--- config.mk ---
export PLATFORM = sky130hd
export DESIGN_NAME = sram_ctrl
export DESIGN_NICKNAME = d
export VERILOG_FILES = /design/src/rtl/sram_ctrl_pkg.sv /design/src/rtl/sram_wait_cnt.sv /design/src/rtl/sram_ctrl.sv
export SDC_FILE = /design/constraint.sdc
export NUM_CORES = 1
export LEC_CHECK = 0
export ABC_AREA = 1
export CORE_MARGIN = 4
export CORE_UTILIZATION = 45
export DETAILED_ROUTE_END_ITERATION = 10
export HOLD_SLACK_MARGIN = 0.08
export PLACE_DENSITY = 0.77
export SLEW_MARGIN = 20
export SYNTH_ARGS = -nofsm -noshare
export SYNTH_HDL_FRONTEND = slang
export SYNTH_SLANG_ARGS = --single-unit
--- constraint.sdc ---
create_clock -name clk -period 6.2 [get_ports clk]
set_clock_uncertainty 0.2 [all_clocks]
set_input_delay 1.86 -clock clk [delete_from_list [all_inputs] [get_ports clk]]
set_output_delay 1.86 -clock clk [all_outputs]
set_load 0.1 [all_outputs]
--- src/rtl/sram_ctrl_pkg.sv ---
// sram_ctrl_pkg -- shared definitions for the off-chip SRAM controller.
//   sram_state_t   : controller FSM states
//   SRAM_DW/CPU_DW : SRAM pad width and CPU word width
//   HALF_LO/HALF_HI: halfword select appended as the SRAM address LSB
//   addr_to_word() : CPU byte address -> SRAM word index (before truncation)
package sram_ctrl_pkg;

  typedef enum logic [2:0] {
    IDLE,
    RD_LO,
    RD_HI,
    WR_LO,
    WR_HI,
    DONE
  } sram_state_t;

  localparam int SRAM_DW = 16;
  localparam int CPU_DW  = 32;

  localparam logic HALF_LO = 1'b0;
  localparam logic HALF_HI = 1'b1;

  // Word index relative to the SRAM window; caller truncates to its width.
  function automatic logic [31:0] addr_to_word(input logic [31:0] address,
                                                input logic [31:0] base);
    return (address - base) >> 2;
  endfunction

endpackage

--- src/rtl/sram_wait_cnt.sv ---
// sram_wait_cnt -- phase wait counter for the SRAM controller.
//   clk  : system clock
//   rst  : synchronous active-high reset
//   clr  : return count to 0 on the next edge (wins over en)
//   en   : advance the count
//   cnt  : current count, 0..WAIT_CYC-1 within a phase
//   last : cnt is on the final cycle of a phase
module sram_wait_cnt
  import sram_ctrl_pkg::*;
#(
  parameter int WAIT_CYC = 5
) (
  input  logic       clk,
  input  logic       rst,
  input  logic       clr,
  input  logic       en,
  output logic [3:0] cnt,
  output logic       last
);

  localparam logic [3:0] LAST_VAL = 4'(WAIT_CYC - 1);

  always_ff @(posedge clk) begin
    if (rst || clr) begin
      cnt <= 4'd0;
    end else if (en) begin
      cnt <= cnt + 4'd1;
    end
  end

  assign last = (cnt == LAST_VAL);

endmodule

--- src/rtl/sram_ctrl.sv ---
// sram_ctrl -- sequences a 16-bit asynchronous SRAM for 32-bit CPU accesses.
// Each word access is two halfword phases (low then high), each held for
// WAIT_CYC cycles; ready low freezes the pipeline while busy.
// Optional feature macro: SRAM_CTRL_BOUNDS_CHECK_EN (adds addr_err and
// rejects requests outside the SRAM window without touching the SRAM).
// Ports:
//   clk, rst            : clock, synchronous active-high reset
//   wr_en, rd_en        : access requests, held until ready=1
//   address, write_data : CPU byte address and store data
//   read_data           : load data, valid while ready=1 after a read
//   ready               : 1 = idle or done, 0 = freeze
//   sram_addr           : halfword address {word, half}
//   sram_dq_out/_in/_oe : SRAM data pad out/in/output enable
//   sram_we_n           : active-low SRAM write enable
//   addr_err            : (bounds check builds only) out-of-window request
module sram_ctrl
  import sram_ctrl_pkg::*;
#(
  parameter int SRAM_AW   = 18,
  parameter int WAIT_CYC  = 5,
  parameter int BASE_ADDR = 1024
) (
  input  logic               clk,
  input  logic               rst,
  input  logic               wr_en,
  input  logic               rd_en,
  input  logic [31:0]        address,
  input  logic [31:0]        write_data,
  output logic [31:0]        read_data,
  output logic               ready,
  output logic [SRAM_AW-1:0] sram_addr,
  output logic [15:0]        sram_dq_out,
  input  logic [15:0]        sram_dq_in,
  output logic               sram_dq_oe,
  output logic               sram_we_n
`ifdef SRAM_CTRL_BOUNDS_CHECK_EN
  ,
  output logic               addr_err
`endif
);

  localparam int WW = SRAM_AW - 1;
  // we_n is registered, so it is decided one cycle ahead: it rises when the
  // count is one short of the end. With WAIT_CYC=1 this value is never hit.
  localparam logic [3:0] PRELAST    = 4'(WAIT_CYC - 2);
  localparam logic       WE_N_ENTER = (WAIT_CYC == 1);

  sram_state_t   state;
  logic [3:0]    cnt;
  logic          last;
  logic          in_phase;
  logic [WW-1:0] word_idx;

  logic [WW-1:0] word_p0;
  logic [15:0]   wdata_hi_p0;
  logic [15:0]   rd_lo_p0;

  assign word_idx = WW'(addr_to_word(address, 32'(BASE_ADDR)));
  assign in_phase = (state == RD_LO) || (state == RD_HI) ||
                    (state == WR_LO) || (state == WR_HI);

`ifdef SRAM_CTRL_BOUNDS_CHECK_EN
  logic [31:0] word_full;
  logic        addr_bad;
  assign word_full = addr_to_word(address, 32'(BASE_ADDR));
  assign addr_bad  = (address < 32'(BASE_ADDR)) || ((word_full >> WW) != 32'd0);
`endif

  sram_wait_cnt #(
    .WAIT_CYC(WAIT_CYC)
  ) u_wait_cnt (
    .clk (clk),
    .rst (rst),
    .clr (!in_phase || last),
    .en  (in_phase),
    .cnt (cnt),
    .last(last)
  );

  assign ready = (state == DONE) || ((state == IDLE) && !rd_en && !wr_en);

  // Stage p0: request capture on acceptance; read low half held until commit
  always_ff @(posedge clk) begin
    if (state == IDLE) begin
      word_p0     <= word_idx;
      wdata_hi_p0 <= write_data[31:16];
    end
    if ((state == RD_LO) && last) begin
      rd_lo_p0 <= sram_dq_in;
    end
  end

  // Control FSM with registered SRAM pad outputs
  always_ff @(posedge clk) begin
    if (rst) begin
      state       <= IDLE;
      read_data   <= '0;
      sram_addr   <= '0;
      sram_dq_out <= '0;
      sram_dq_oe  <= 1'b0;
      sram_we_n   <= 1'b1;
`ifdef SRAM_CTRL_BOUNDS_CHECK_EN
      addr_err    <= 1'b0;
`endif
    end else begin
      case (state)
        IDLE: begin
`ifdef SRAM_CTRL_BOUNDS_CHECK_EN
          if ((wr_en || rd_en) && addr_bad) begin
            state    <= DONE;
            addr_err <= 1'b1;
          end else
`endif
          if (wr_en) begin
            state       <= WR_LO;
            sram_addr   <= {word_idx, HALF_LO};
            sram_dq_out <= write_data[15:0];
            sram_dq_oe  <= 1'b1;
            sram_we_n   <= WE_N_ENTER;
          end else if (rd_en) begin
            state     <= RD_LO;
            sram_addr <= {word_idx, HALF_LO};
          end
        end
        WR_LO: begin
          if (last) begin
            state       <= WR_HI;
            sram_addr   <= {word_p0, HALF_HI};
            sram_dq_out <= wdata_hi_p0;
            sram_we_n   <= WE_N_ENTER;
          end else begin
            sram_we_n <= (cnt == PRELAST);
          end
        end
        WR_HI: begin
          if (last) begin
            state      <= DONE;
            sram_dq_oe <= 1'b0;
            sram_we_n  <= 1'b1;
          end else begin
            sram_we_n <= (cnt == PRELAST);
          end
        end
        RD_LO: begin
          if (last) begin
            state     <= RD_HI;
            sram_addr <= {word_p0, HALF_HI};
          end
        end
        RD_HI: begin
          if (last) begin
            state     <= DONE;
            read_data <= {sram_dq_in, rd_lo_p0};
          end
        end
        DONE: begin
          state    <= IDLE;
`ifdef SRAM_CTRL_BOUNDS_CHECK_EN
          addr_err <= 1'b0;
`endif
        end
        default: state <= IDLE;
      endcase
    end
  end

endmodule
Word-level counts from Yosys, hierarchy flattened

Cells that the tools add are included.
Widths: inputs -> output; s select.

Output and inout port bits: 69
Bits in registers: 124
Latch bits: 0
Word-level logic and storage cells: 71
Bits in read-only memories: 0
Bits in writable memories: 0
Memories: 0

Mux-type cells: 20
$add $sub $neg: 2
Bitwise operators: 0
Order comparisons: 0
Equal/unequal tests: 14
Shifts and indexed selects: 0
Div/mod/pow operators: 0
Reduce and logical (&&, ||, !) cells: 25
$mul: 0

Operators with widths:

| cell                   | number |
|---|---|
| $mux 18                | 3 |
| $pmux 18 s2            | 1 |
| $mux 16                | 2 |
| $pmux 16 s2            | 1 |
| $sub 19x11->19 const B | 1 |
| $mux 3                 | 5 |
| $pmux 3 s4             | 1 |
| $reduce_and 3->1       | 3 |
| $ne 2x2->1 const B     | 4 |
| $eq 3x2->1 const B     | 2 |
| $eq 3x3->1 const B     | 2 |
| $logic_or 1x1->1       | 6 |
| $reduce_bool 2->1      | 3 |
| $mux 1                 | 5 |
| $add 4x1->4 const B    | 1 |
| $eq 4x2->1 const B     | 1 |
| $eq 4x3->1 const B     | 1 |
| $ne 2x1->1 const B     | 2 |
| $reduce_and 2->1       | 2 |
| $reduce_and 4->1       | 1 |
| $reduce_or 2->1        | 2 |
| $eq 3x1->1 const B     | 1 |
| $logic_and 1x1->1      | 3 |
| $logic_not 1->1        | 3 |
| 5 further kinds        | 5 |

Longest topological paths before layout

Gate-level depths: netlist (run 1).

Depth in word-level cells: 7
Mapped depth: 9
Mapped depth without buffers: 9

Cells and area by module

Synthesis (run 1) repeated with hierarchy kept, for this count alone.

Cell total of the unflattened synthesis: 572
Area, all modules: 5112.4 um^2

Modules (own cells, without submodules):

| module        | area each (um^2) | cells each | instances | sequential area each (um^2) |
|---|---|---|---|---|
| sram_ctrl     | 4914.7           | 544        | 1         | 2892.8 |
| sram_wait_cnt | 197.7            | 28         | 1         | 80.1 |

Worst setup path before layout (run 1)

OpenSTA, ideal clock, no wires.

Path type: input-to-output
From: in wr_en
To: out ready
Arrival time: 2.815 ns
Stages on the path: 3
Slack: 1.325 ns
Path buffers: 0
Path through: nor2_1 nand3_1 o31ai_1

Longest elaborated chain between the ends: 3

Ends and longest elaborated chain:

| element            | RTL line        | source |
|---|---|---|
| start: declaration | sram_ctrl.sv:25 | `input logic wr_en,` |
| $logic_not 1->1    | sram_ctrl.sv:80 | `assign ready = (state == DONE) \|\| ((state == IDLE) && !rd_en && !wr_en);` |
| $logic_and 1x1->1  | sram_ctrl.sv:80 |  |
| $logic_or 1x1->1   | sram_ctrl.sv:80 |  |
| end: declaration   | sram_ctrl.sv:30 | `output logic ready,` |

No other way between the ends.

Worst setup path in the final report (run 1)

Ends and elaborated chain as after synthesis.

==> results by group, run 1 <==
Global routing
  • Initial antenna violation count: 0
  • First-pass GRT wire length: 20.6 mm
  • Vias in the first global route: about 4300
  • Largest net degree at the start of global routing: 34
  • Total global-route track usage: 0.200
  • Gr ovfl total: 0

Timing
  • Min Tclk post-route: ~5100 ps
  • RSZ-0062 raised after global routing: false
  • Final setup violation count: 0
  • Final count of pins violating max slew: 0
  • Setup ws final: between 1000 and 1500 ps
  • Max-slew headroom at the worst pin: 0.304
  • Worst-Margin Slew: 1040 ps
  • F_max: 0.195 GHz
  • Setup TNS: 0 ps
  • Final period util: 0.827
  • Final Hold Vio Count: 0

Outcome
  • Status: complete, no violations

Routing
  • Metal-1 WL: 5.30 mm
  • Routed via count: 4251
  • Via density: 4.75
  • Routed WL: 12.5 mm
  • Met3 routed WL: 608 um
  • First-iteration detailed-routing DRC count: between 200 and 250
  • DRC Markers: 0
  • Met2 routed WL: 6.38 mm
  • Top Layer Used: met4
  • DRT antenna net count: 0
  • Detailed Routing Iterations Pass 1: 5
  • Drt wl/cell: 14.0 um

Synth
  • Post-Syn Area: ~0.005 mm^2
  • Post-Syn Area per Cell: between 8 and 9 um^2
  • Synthesis Warnings: 0
  • EDFF count, synth: 49
  • Main synth FF type: dfxtp_1
  • Seq cells post-synth: 124
  • Post-synth ARST share: 0
  • Sequential-to-total area share from yosys stat: 0.594
  • Synth cell types: 27
  • Synthesized net count: about 690
  • Syn Inst Count: 607

Power
  • Internal power: 1.98 mW
  • Total chip power: between 3 and 4 mW
  • Combinational share of power: 0.420
  • Sequential power share: 0.320
  • Leakage: 3.05 nW
  • Clock share of power: 0.261
  • Sw Share: 0.449
  • P_sw: 1.62 mW
  • Worst vdd ir: 0.343 mV
  • Power Density: slightly above 500 mW/mm^2

Floorplan
  • # IOs: 153
  • FP Rows: 38
  • Chip Width: around 110 um
  • Die area: ~0.013 mm^2
  • Core area: 0.0109 mm^2
  • Die H: 113 um
  • Initial Util: 0.460

CTS
  • # resized after CTS: 0
  • # hold bufs at CTS: 0
  • TritonCTS clock tree: done
  • Clock root buffer: clkbuf_8
  • CTS clock-pin slew for the worst setup and hold paths: ~60 ps
  • Cts bufs inserted: 17
  • Clock network latency to the later pin of the worst-skew pair: 510 ps
  • H-tree levels: 4
  • Post-CTS Setup Inserts: 0
  • CTS sink cnt: 124
  • Clock Tree Buf Depth: 2

Cells and area
  • Area growth, synth to finish: 40.4%
  • Final net count: 829
  • Fraction of layout cells with a size suffix above 1: 0.0596
  • Multi-input combinational cell area: 0.00170 mm^2
  • Register area: 0.00297 mm^2
  • Fin cells: 895
  • Antenna cells: 0
  • Fillcell total: 912
  • Util after Layout: 0.645

Placement
  • Pre-CTS WS: 1060 ps
  • Port bufs: approximately 140
  • Placer Congestion: 0.911
  • Post-Place Cells: ~860
  • Post-DP HPWL: 8.49 mm

Worst setup path
  • Crit end category: output port
  • Crit path cell chain: clkdlybuf4s50_1, nor2_1, nand3_1, o31ai_1, buf_4
  • WP data arrival: approximately 3000 ps
  • Startpoint types: primary input
  • Worst stage delay on the critical path: 420 ps
  • Crit path kind: primary input to output port
  • Worst Path Required: 4140 ps
  • Buf/Inv on CP: 2
  • CP top delay family: buffers and inverters
  • Critical path's slowest cell: clkdlybuf4s50_1
  • Max Fanout on Critical Path: 5

Run
  • Max_cap viols: 0

Worst hold path
  • Worst hold path type: flip-flop to flip-flop
## layer usage
metal,GRT usage,up-vias
li1,-,2181
met1,0.239,1934
met2,0.346,117
met3,0.0568,19
met4,0.0657,0
met5,0,-
## worst min-delay path, delay by kind of cell, from the launching register on
| family | cells | cell delay, ps |
|---|---|---|
| flip-flops | 1 | 300 |
| AO/OA/AOI/OAI | 1 | 60 |
| AND/OR/NAND/NOR | 1 | 60 |
## layout by cell type (no fill, tap or decap), types with 2 or more instances in the layout
cell type and instances:
inv_6 6, inv_1 52, clkinvlp_4 3, or2_2 2, inv_2 3, dfxtp_1 75
clkinv_4 2, buf_4 5, clkbuf_16 17, nand4_1 2, nor2_1 122, edfxtp_1 49
nor2_2 2, nand3b_1 2, nand2_1 182, clkdlybuf4s50_1 136, ha_1 3, o21ai_0 39
a21oi_1 23, nand3_1 18
## layout make-up
cell class / count / share of cell area
Clock buffer: 19 / 0.0630
Clock inverter: 13 / 0.0182
Inverter: 55 / 0.0294
Multi-Input combinational cell: 403 / 0.242
Sequential cell: 124 / 0.423
Tap cell: 140 / 0.0249
Timing Repair Buffer: 141 / 0.199
## cells in the mapped netlist, types with 2 or more instances
cell type	count	area, um^2
ha_1	3	37.5
inv_2	3	11.3
buf_4	2	15.0
o21ai_0	39	195
nand3_1	18	90.1
dfxtp_1	75	1500
nor2_1	123	462
inv_1	52	195
nand4_1	2	12.5
or2_2	2	12.5
buf_6	3	33.8
nand3b_1	2	15.0
buf_1	2	7.51
nand2_1	182	683
a21oi_1	23	115
clkbuf_1	10	37.5
buf_2	8	40.0
edfxtp_1	49	1470
## logic make-up (layout without fill, tap and decap cells)
group,count (synthesis),after routing,synth area share
buf+inv,80,228,0.0680
fa+ha+maj,3,3,0.00750
flops,124,124,0.594
compound gates,66,66,0.0680
xor+xnor,2,2,0.00350
simple gates,332,332,0.259
## sequential cells by signal, summed over array words and instances (netlist names)
name,flops
wdata_hi_p0,16
sram_addr,18
rd_lo_p0,16
word_p0,17
sram_dq_out,16
sram_dq_oe,1
u_wait_cnt.cnt,4
sram_we_n,1
read_data,32
state,3
## power groups by stage
stage / clock (mW) / sequential, mW / combinational (mW)
after floorplan: 0 / 1.83 / 0.487
after global placement: 0 / 1.16 / 1.48
after detailed placement: 0 / 1.17 / 1.51
after CTS: 0.952 / 1.15 / 1.52
after global routing: 1.00 / 1.17 / 1.62
final: 0.938 / 1.15 / 1.51
## through the flow
step                area (um^2)  hold slack [ps]
finish                     7030              264
floorplan                  5010              230
global route               7030              284
CTS                        7020              264
detailed placement         6450              258
global placement           6450              241
## final timing paths
check | depth (start not counted) | to | slack (ps) | start
min | 2 | sram_addr[7] | 260 | sram_addr[7]
max | 5 | ready | 1080 | wr_en
max reg2reg | 8 | sram_addr[4] | 3110 | state[0]
min reg2reg | 2 | sram_addr[7] | 260 | sram_addr[7]
Power figures use the tool's default switching activity.
==> run 2, diff against run 1 <==
==> constraint.sdc (replaced) <==
create_clock -name clk -period 5.35 [get_ports clk]
set_clock_uncertainty 0.2 [all_clocks]
set_input_delay 1.605 -clock clk [delete_from_list [all_inputs] [get_ports clk]]
set_output_delay 1.605 -clock clk [all_outputs]
set_load 0.1 [all_outputs]
==> results by group, run 2 (synthesis results as in run 1) <==
Routing
  • Via density: 4.85 (+2.0%)
  • Drt wl/cell: 14.2 um (+1.6%)
  • Routed via count: 4346 (+2.2%)
  • Routed WL: 12.7 mm (+1.8%)
  • Detailed Routing Iterations Pass 1: 4 (-1)
  • DRC Markers: 0 (unchanged)
  • DRT antenna net count: 0 (unchanged)
  • First-iteration detailed-routing DRC count: 362 (+51%)

Floorplan
  • Die H: 113 um (unchanged)
  • Initial Util: 0.460 (unchanged)
  • Core area: 0.0109 mm^2 (unchanged)
  • Die area: 0.0129 mm^2 (unchanged)
  • Chip Width: 113 um (unchanged)
  • # IOs: 153 (unchanged)
  • FP Rows: 38 (unchanged)

CTS
  • # hold bufs at CTS: 0 (unchanged)
  • Clock Tree Buf Depth: 2 (unchanged)
  • CTS clock-pin slew for the worst setup and hold paths: 60 ps (about the same)
  • Clock root buffer: clkbuf_8
  • H-tree levels: 4 (unchanged)
  • CTS sink cnt: 124 (unchanged)
  • TritonCTS clock tree: done
  • Clock network latency to the later pin of the worst-skew pair: 510 ps (about the same)
  • # resized after CTS: 0 (unchanged)
  • Cts bufs inserted: 17 (unchanged)
  • Post-CTS Setup Inserts: 0 (unchanged)

Outcome
  • Status: complete, no violations

Timing
  • RSZ-0062 raised after global routing: false
  • Final period util: 0.854
  • Final count of pins violating max slew: 0 (unchanged)
  • Final Hold Vio Count: 0 (unchanged)
  • Final setup violation count: 0 (unchanged)
  • Setup ws final: 781 ps (-295 ps)
  • F_max: 0.219 GHz
  • Worst-Margin Slew: 1020 ps (-23.3 ps)
  • Worst hold slack: 266 ps (+2.03 ps)
  • Min Tclk post-route: about 4600 ps
  • Max-slew headroom at the worst pin: 0.319 (+0.0156)
  • Setup TNS: 0 ps (unchanged)

Placement
  • Port bufs: 137 (unchanged)
  • Placer Congestion: 0.933 (+2.4%)
  • Post-Place Cells: 865 (+0.23%)
  • Post-DP HPWL: 8.46 mm (-0.35%)
  • Placed cell area: 0.00648 mm^2 (+0.43%)
  • Pre-CTS WS: 785 ps (-278 ps)

Global routing
  • Initial antenna violation count: 0 (unchanged)
  • Vias in the first global route: 4532 (+5.4%)
  • Gr ovfl total: 0 (unchanged)
  • First-pass GRT wire length: 21.2 mm (+3.1%)
  • Largest net degree at the start of global routing: 35 (+2.9%)
  • Total global-route track usage: 0.205 (+0.00574)

Worst setup path
  • CP top delay family: buffers and inverters
  • Max Fanout on Critical Path: 5 (unchanged)
  • R2R depth: 8 (unchanged)
  • CP Depth: 5 (unchanged)
  • Critical path's slowest cell: clkdlybuf4s50_1
  • Worst Setup SP: wr_en
  • Reg2Reg Launch Point: u_wait_cnt.cnt[0]
  • Crit path cell chain: clkdlybuf4s50_1, nor2_1, nand3_1, o31ai_1, buf_12
  • WP data arrival: 2760 ps (-300 ps)
  • Crit end category: output port
  • Crit path kind: primary input to output port
  • FF-to-FF setup slack: 2810 ps (-300 ps)
  • Worst Path Required: 3550 ps (-590 ps)
  • Worst r2r dst: read_data[23]
  • Buf/Inv on CP: 2 (unchanged)
  • Worst stage delay on the critical path: 420 ps (about the same)
  • Startpoint types: primary input
  • Crit path capture: ready

Power
  • Worst vdd ir: 0.446 mV (+30%)
  • Leakage: 3.08 nW (+1.1%)
  • Power Density: 605 mW/mm^2 (+18%)

Cells and area
  • Antenna cells: 0 (unchanged)
  • Biggest register: read_data
  • Registers with the most flip-flops: read_data x32, sram_addr x18, word_p0 x17
  • Multi-input combinational cell area: 0.00170 mm^2 (unchanged)
  • Commonest cells after routing, fill and taps aside: nand2_1 (182), clkdlybuf4s50_1 (136), nor2_1 (122), dfxtp_1 (75), inv_1 (52)
  • Register area: 0.00297 mm^2 (unchanged)
  • Final net count: 831 (+0.24%)
  • Fin cells: 897 (+0.22%)
  • Fillcell total: 883 (-3.2%)
  • Area growth, synth to finish: 42.0%
  • Final Instance Area: 0.00711 mm^2 (+1.2%)
  • Commonest non-fill, non-tap cell in the layout: nand2_1
  • Max reg flops: 32 (unchanged)
  • Fraction of layout cells with a size suffix above 1: 0.0634 (+0.00381)

Worst hold path
  • Worst hold path type: flip-flop to flip-flop

Run
  • Max_cap viols: 0 (unchanged)
-- run 2: worst min-delay path: stages (launching register included) --
cell,delay (ps)
dfxtp_1,310
nand2_1,60
a21oi_1,60
-- run 2: stage by stage --
stage | util | power, mW
final | 0.653 | 4.30
after global placement | 0.595 | 3.08
after global routing | 0.653 | 4.53
after CTS | 0.652 | 4.34
after floorplan | - | 2.68
after detailed placement | 0.595 | 3.11
-- run 2: worst min-delay path by stage --
stage,from,end,slack (ps),cells after the start
after floorplan,u_wait_cnt.cnt[0],u_wait_cnt.cnt[0],230,1
after detailed placement,sram_addr[9],sram_addr[9],260,2
after CTS,sram_addr[0],sram_addr[0],270,2
after global placement,u_wait_cnt.cnt[0],u_wait_cnt.cnt[0],240,1
after global routing,sram_addr[0],sram_addr[0],290,2
final,sram_addr[0],sram_addr[0],270,2
-- run 2: layout make-up --
type / instances / area share
Tap cell: 140 / 0.0246
Clock buffer: 17 / 0.0582
Multi-Input combinational cell: 403 / 0.240
Clock inverter: 15 / 0.0297
Sequential cell: 124 / 0.418
Inverter: 55 / 0.0290
Timing Repair Buffer: 143 / 0.201
-- run 2: power by group --
part           leakage (nW)  total (mW)  switching (mW)  internal (mW)
combinational          1.71        1.76            1.34          0.421
clock                 0.293        1.20           0.438          0.765
sequential             1.08        1.34          0.0990           1.24
total                  3.08        4.30            1.88           2.42
-- run 2: routing by layer --
layer  track usage  wire length (um)  vias up
li1              -                 -     2188
met1         0.243              5260     2015
met2         0.349              6690      125
met3        0.0584               539       18
met4        0.0897               248        0
met5             0                 0        -
